$ cat src/rtl/jts16_busarb.sv
// Purpose: 68000 bus arbiter handing the bus to a peripheral (MCU/DMA) via BR/BG/BGACK.
// Latency: at least 3 cpu_cen ticks from per_req to per_gnt (IDLE->REQ->WAIT_BUS->GRANT).
// Backpressure: a tenure is cut at MAXHOLD ticks (ovr pulse); the CPU then keeps the bus HOLDOFF ticks.
module jts16_busarb #(
    parameter int HOLDOFF = 4,
    parameter int MAXHOLD = 64
) (
    input  logic clk,
    input  logic rst_n,
    input  logic cpu_cen,
    input  logic ASn,
    input  logic BGn,
    output logic BRn,
    output logic BGACKn,
    input  logic per_req,
    output logic per_gnt,
    output logic ovr,
    output logic busy
);

    // A HOLDOFF of 0 still spends one tick in HOLDOFF so the CPU always gets the bus back.
    localparam int HOLD_EFF = (HOLDOFF < 1) ? 1 : HOLDOFF;
    localparam int CNT_MAXV = (HOLDOFF > MAXHOLD) ? HOLDOFF : MAXHOLD;
    localparam int CW       = $clog2(CNT_MAXV) + 1;

    localparam logic [CW-1:0] GRANT_LAST = CW'(MAXHOLD - 1);
    localparam logic [CW-1:0] HOLD_LAST  = CW'(HOLD_EFF - 1);
    localparam logic [CW-1:0] CNT_SAT    = {CW{1'b1}};

    typedef enum logic [2:0] {
        ST_IDLE     = 3'd0,
        ST_REQ      = 3'd1,
        ST_WAIT_BUS = 3'd2,
        ST_GRANT    = 3'd3,
        ST_RELEASE  = 3'd4,
        ST_HOLDOFF  = 3'd5
    } state_t;

    state_t        state_q, state_d;
    logic [CW-1:0] cnt_q, cnt_d;
    logic          ovr_q, ovr_d;
    logic [CW-1:0] cnt_inc;

    // Saturating increment so a long stay never wraps the counter.
    assign cnt_inc = (cnt_q == CNT_SAT) ? cnt_q : cnt_q + CW'(1);

    // State, tenure/holdoff counter and ovr pulse registers; reset drops the grant at once.
    always_ff @(posedge clk or negedge rst_n) begin
        if (!rst_n) begin
            state_q <= ST_IDLE;
            cnt_q   <= '0;
            ovr_q   <= 1'b0;
        end else begin
            state_q <= state_d;
            cnt_q   <= cnt_d;
            ovr_q   <= ovr_d;
        end
    end

    // Next-state logic; nothing moves without cpu_cen, and ovr falls back to 0 every clk.
    always_comb begin
        state_d = state_q;
        cnt_d   = cnt_q;
        ovr_d   = 1'b0;
        if (cpu_cen) begin
            case (state_q)
                ST_IDLE: begin
                    if (per_req) state_d = ST_REQ;
                end
                ST_REQ: begin
                    if (!per_req)  state_d = ST_IDLE;
                    else if (!BGn) state_d = ST_WAIT_BUS;
                end
                ST_WAIT_BUS: begin
                    // The CPU may still be finishing a bus cycle after granting: wait for AS high.
                    if (!BGn && ASn) begin
                        state_d = ST_GRANT;
                        cnt_d   = '0;
                    end
                end
                ST_GRANT: begin
                    cnt_d = cnt_inc;
                    // Voluntary release takes priority over the forced one.
                    if (!per_req) begin
                        state_d = ST_RELEASE;
                    end else if (cnt_q == GRANT_LAST) begin
                        state_d = ST_RELEASE;
                        ovr_d   = 1'b1;
                    end
                end
                ST_RELEASE: begin
                    state_d = ST_HOLDOFF;
                    cnt_d   = '0;
                end
                ST_HOLDOFF: begin
                    if (cnt_q == HOLD_LAST) begin
                        state_d = ST_IDLE;
                        cnt_d   = '0;
                    end else begin
                        cnt_d = cnt_inc;
                    end
                end
                default: begin
                    state_d = ST_IDLE;
                    cnt_d   = '0;
                end
            endcase
        end
    end

    // Bus signals decoded from the registered state, so they change on the same edge as the state.
    always_comb begin
        BRn     = !((state_q == ST_REQ) || (state_q == ST_WAIT_BUS));
        BGACKn  = !((state_q == ST_GRANT) || (state_q == ST_RELEASE));
        per_gnt = (state_q == ST_GRANT);
        busy    = (state_q != ST_IDLE);
        ovr     = ovr_q;
    end

endmodule

$ cat config.mk
export PLATFORM = sky130hd
export DESIGN_NAME = jts16_busarb
export DESIGN_NICKNAME = d
export VERILOG_FILES = /design/src/rtl/jts16_busarb.sv
export SDC_FILE = /design/constraint.sdc
export NUM_CORES = 1
export LEC_CHECK = 0
export BUFFER_PORTS_ARGS = -buffer_cell sky130_fd_sc_hd__buf_2
export CAP_MARGIN = 40
export CORE_UTILIZATION = 45
export DETAILED_ROUTE_END_ITERATION = 6
export GPL_ROUTABILITY_DRIVEN = 0
export PLACE_DENSITY_LB_ADDON = 0.08
export SYNTH_ARGS = -nofsm -noshare
export SYNTH_HDL_FRONTEND = slang
export SYNTH_SLANG_ARGS = --single-unit
$ cat constraint.sdc
create_clock -name clk -period 1.75 [get_ports clk]
set_clock_uncertainty 0.1 [all_clocks]
set_input_delay 0.2625 -clock clk [delete_from_list [all_inputs] [get_ports clk]]
set_output_delay 0.2625 -clock clk [all_outputs]
set_load 0.1 [all_outputs]
=== Yosys cells after proc, flatten, opt, wreduce, memory -nomap -nowiden ===
Index checks and enable logic that the tools add are counted.

* $add $sub $neg: 1
* Equal/unequal tests: 13
* Muxes and demuxes: 16
* Bitwise logic cells: 1
* Reductions and logical operators: 11

{| class="wikitable"
|+ Operators with widths
! cell !! number
|-
| $pmux W7 S4 || 1
|-
| $mux W3 || 7
|-
| $mux W7 || 3
|-
| $pmux W3 S6 || 1
|-
| $add A7 B1 Y7 const B || 1
|-
| $eq A7 B2 Y1 const B || 1
|-
| $eq A7 B6 Y1 const B || 1
|-
| $eq A7 B7 Y1 const B || 1
|-
| $eq A3 B2 Y1 const B || 2
|-
| $eq A3 B3 Y1 const B || 2
|-
| $ne A2 B2 Y1 const B || 3
|-
| $reduce_and A6 Y1 || 1
|-
| $mux W1 || 4
|-
| $eq A3 B1 Y1 const B || 1
|-
| $logic_not A1 Y1 || 3
|-
| $logic_not A3 Y1 || 1
|-
| $ne A3 B2 Y1 const B || 1
|-
| $ne A3 B3 Y1 const B || 1
|-
| $reduce_and A3 Y1 || 1
|-
| $reduce_bool A3 Y1 || 1
|-
| $logic_or A1 B1 Y1 || 2
|-
| $reduce_or A2 Y1 || 1
|-
| $logic_and A1 B1 Y1 || 1
|-
| $not A1 Y1 || 1
|}

* Flip-flop bits (word level): 11
* Input port bits: 6
* Word-level logic and storage cells: 45

=== Depth between registers and ports, before layout ===
* Depth in word-level cells: 5
* Gate-level depth with buffers: 7
* Gate-level depth less buffers: 6

=== Worst setup path before layout ===
OpenSTA, ideal clock, no wires.

* Kind: flip-flop to flip-flop
* From: register state_q[0]
* To: register state_q[2]
* Setup time: 0.199 ns
* Arrival time: 2.685 ns
* Setup slack: -1.235 ns
* Cell stages (with the launch flop): 5
* Cell sequence: dfrtp_1 buf_2 and3b_2 a21oi_1 o21ai_1

* Cells in the longest elaborated chain, start to end: 3
* Elaborated cells between the ends (all ways): 13

{| class="wikitable"
|+ RTL lines
! item !! line !! RTL
|-
| start, declared || 39 || <nowiki>state_t state_q, state_d;</nowiki>
|-
| start signal, assigned || 54 || <nowiki>state_q <= state_d;</nowiki>
|-
| $eq A3 B2 Y1 * || -- ||
|-
| via per_gnt || 16 || <nowiki>output logic per_gnt,</nowiki>
|-
| $ne A3 B2 Y1 (no line) || -- ||
|-
| $reduce_and A6 Y1 (no line) || -- ||
|}

The timed path passes the listed nets; every way through them passes the cells marked *.
A chain may end at the register's enable or synchronous reset.

=== Worst setup path after layout ===
* From: register cnt_q[1]
* To: register cnt_q[2]

* Cells in the longest elaborated chain, start to end: 4
* Elaborated cells between the ends (all ways): 6

{| class="wikitable"
|+ RTL lines
! item !! line !! RTL
|-
| start, declared || 40 || <nowiki>logic [CW-1:0] cnt_q, cnt_d;</nowiki>
|-
| start signal, assigned || 55 || <nowiki>cnt_q <= cnt_d;</nowiki>
|-
| $add A7 B1 Y7 / $eq A7 B7 Y1 (equally long branches) || 45 || <nowiki>assign cnt_inc = (cnt_q == CNT_SAT) ? cnt_q : cnt_q + CW'(1);</nowiki>
|-
| $mux W7 || 45 ||
|-
| $mux W7 || 96 || <nowiki>if (cnt_q == HOLD_LAST) begin</nowiki>
|-
| $pmux W7 S4 * || 66 || <nowiki>case (state_q)</nowiki>
|}

Mark *: on every way between the ends. The rest lies on a longest branch, timed or not.

==> key figures <==
Run status
  – Status: completed

Setup path
  – Critical path arrival: 1.81 ns
  – Reg2reg path depth: 6
  – Critical path launch point type: flip-flop
  – Worst setup path category: flip-flop to flip-flop
  – Critical path capture point type: flip-flop
  – Critical-path maximum fanout: 5
  – Worst R2R Start: cnt_q[1]
  – CP startpoint: cnt_q[1]
  – WP data required: 1.85 ns

Worst hold path
  – Hold crit path type: input port to flip-flop
  – Hold path depth: 2
  – Worst hold path startpoint: cpu_cen

Yosys
  – Post-synth top flop: dfrtp_1
  – Count leader, synth: dfrtp_1
  – Multiplexer share of the synthesized area: 0%
  – Yosys top cell by area: dfrtp_1
  – Top cell type's share of synthesized area: 37.4%
  – Syn Area/Cell: 9.55 µm²
  – Post-Syn Instances: 77
  – Async S/R FF share, synth: 100%
  – Largest family of logic cells by synthesized area: simple AND/OR/NAND/NOR gates
  – YS warnings: 0
  – XOR/XNOR share of the synthesized area: 2.38%
  – Post-synth EDFFs: 0
  – Compound-cell area share of the yosys netlist: 22.4%
  – Top cells by instance count after synthesis: dfrtp_1 (11), a21oi_1 (8), nor2_1 (8), nand2_1 (5), nand2b_1 (4)
  – Number of distinct library cells after synthesis: 36
  – Synth Area in Simple Gates: 32.7%
  – Syn Nets: 84
  – Seq/Total Area, Yosys: 37.4%
  – Yosys reg bits: 11
  – Adder-Cell Fraction of Synth Area: 1.70%
  – Top cells by area, synth: dfrtp_1 (37%), a21oi_1 (5.4%), nor2_1 (4.1%), o311ai_4 (3.6%), nand2b_1 (3.4%)
  – Cell Area, Synth: 736 µm²

Power and ir drop
  – Sequential Power Share: 22.1%
  – Net Sw Power: 0.939 mW
  – P per Cell Area: 1900 nW/µm²
  – Maximum VDD drop: 1590 µV
  – Final Total Pwr: 1.88 mW
  – Clock power share: 9.0%
  – Comb pwr share: 68.9%
  – Leak pwr: 0.440 nW
  – Switching part of the total: 49.8%
  – Internal Power: 0.945 mW

STA
  – Slew @ Worst Pin: 0.481 ns
  – Relative slew slack: 68.1%
  – Setup violations, final: 0
  – Achievable frequency: 585 MHz
  – Fin crit period: 1.71 ns
  – Setup TNS: 0 ns
  – RSZ-0062 raised after global routing: yes
  – Slew Viols, Final: 0
  – Tcrit/Tclk final: 97.7%
  – Final hold viol count: 0
  – Fin worst setup slack: 0.0400 ns

Global routing
  – GR peak layer: met2
  – First-pass GRT wire length: 2510 µm
  – Vias in the first global route: 601
  – Largest net degree at the start of global routing: 12
  – GR Util All Layers: 18.6%
  – Initial antenna violation count: 0
  – GRT met2 Usage: 29.5%
  – Met1 Use GR: 22.9%
  – Grt met3 use: 6.90%
  – Grt ovf: 0

Clock tree
  – Clk_lat worst skew: 0.27 ns
  – Clock sinks: 11
  – Worst-path clk slew: 0.07 ns
  – H-tree levels: 1
  – Cts bufs inserted: 3
  – CTS Buffer Depth: 2
  – CTS tree: done
  – Root Driver: clkbuf_4

Route
  – Wire per inst: 13.6 µm
  – DRT iter0 DRCs: 16
  – Vias per inst: 5.90
  – Drt drc: 0
  – DRT Pass-1 Iters: 4
  – Routed Antenna Nets: 0
  – Routed vias: 684
  – Routed WL: 1580 µm

Final layout
  – Fillers: 122
  – Register area: 278 µm²
  – Area occupied by multi-input gates: 468 µm²
  – Layout cells sized above 1: 38.0%
  – Area grow syn2layout: 35.0%
  – Layout Nets: 108
  – # diodes: 0

Placement
  – Post-Place Worst Slack: 0.0257 ns
  – HPWL after DPL: 1130 µm
  – I/O Buffers: 10

Floorplan
  – Core ar.: 1520 µm²
  – Initial core utilization: 48.3%
  – Rows: 14
  – Top-Level Pins: 11
  – Die Width: 42.4 µm
  – Die Y: 42.4 µm
  – Die ar.: 1800 µm²

Run
  – Max_cap viols: 0
-- cell usage in the layout, fill, tap and decap left out, types with 2 or more instances in the layout --
master / instances
inv_1: 2
dfrtp_2: 2
buf_12: 3
buf_2: 6
a21oi_1: 7
clkbuf_4: 3
nand3_1: 3
and3_1: 2
nand2_1: 5
a21o_1: 2
o21ai_1: 3
nor2_1: 8
xor2_1: 2
dfrtp_1: 9
and4_1: 2
buf_4: 11
nand2b_1: 4
-- registers in the layout (all words and copies together) (netlist names) --
register and flops:
cnt_q 7, state_q 3, ovr 1
-- repair_timing --
action                                 4_1_cts  5_1_grt
setup endpoints to repair                    2       11
pin swaps                                    0        2
setup buffers                                0        5
resized for setup                            3        3
endpoints found under the hold margin       11        0
hold buffers                                 1        0
gates cloned                                 0        0
-- final timing paths --
path	slack [ns]	to
worst min register to register	0.51	cnt_q[5]
worst max register to register	0.04	cnt_q[2]
max in group asynchronous	1.01	state_q[0]
min in group asynchronous	0.30	state_q[1]
worst min-delay path	0.21	ovr
worst max-delay path	0.04	cnt_q[2]
-- final cells by class --
cell class | instances | share of cell area [%]
clock buffer | 4 | 2.64
inverter | 2 | 0.756
multi-input combinational | 61 | 47.1
sequential | 11 | 28.0
tap | 16 | 2.02
timing repair buffer | 22 | 19.5
-- routing by layer --
metal / part of all wire [%] / vias up
met5: 0 / -
met4: 1.6 / 0
met3: 3.7 / 4
met2: 45 / 16
met1: 49 / 328
li1: - / 336
-- power by group through the flow --
stage / Sequential (mW) / Clock, mW / Combinational (mW)
4_1_cts: 0.416 / 0.177 / 1.19
3_3_place_gp: 0.415 / 0 / 1.16
2_1_floorplan: 0.375 / 0 / 0.907
6_report: 0.416 / 0.170 / 1.30
3_5_place_dp: 0.417 / 0 / 1.17
5_1_grt: 0.425 / 0.188 / 1.37
-- worst max-delay path, cell delays in order (launching register included) --
cell and delay (ns):
dfrtp_1 0.42, ha_4 0.19, nor4b_2 0.15, a211o_1 0.30, nor2b_4 0.15, and2_4 0.18, nor3_2 0.15
-- kinds of logic (layout without fill, tap and decap cells) --
kind of cell | Yosys count | after routing
compound gates | 22 | 22
flops | 11 | 11
xor+xnor | 2 | 2
buf+inv | 5 | 28
simple gates | 36 | 36
fa+ha+maj | 1 | 1
-- per-stage QoR --
stage	area, µm²	cells	utilization (%)	hold slack, ns
after floorplan	758	77	-	-0.133
after global placement	895	106	58.7	0.0549
after detailed placement	895	106	58.7	0.0509
after CTS	936	111	61.4	0.208
after global routing	993	116	65.2	0.209
final	993	116	65.2	0.215
No activity file was read; power rests on OpenSTA's default activity.
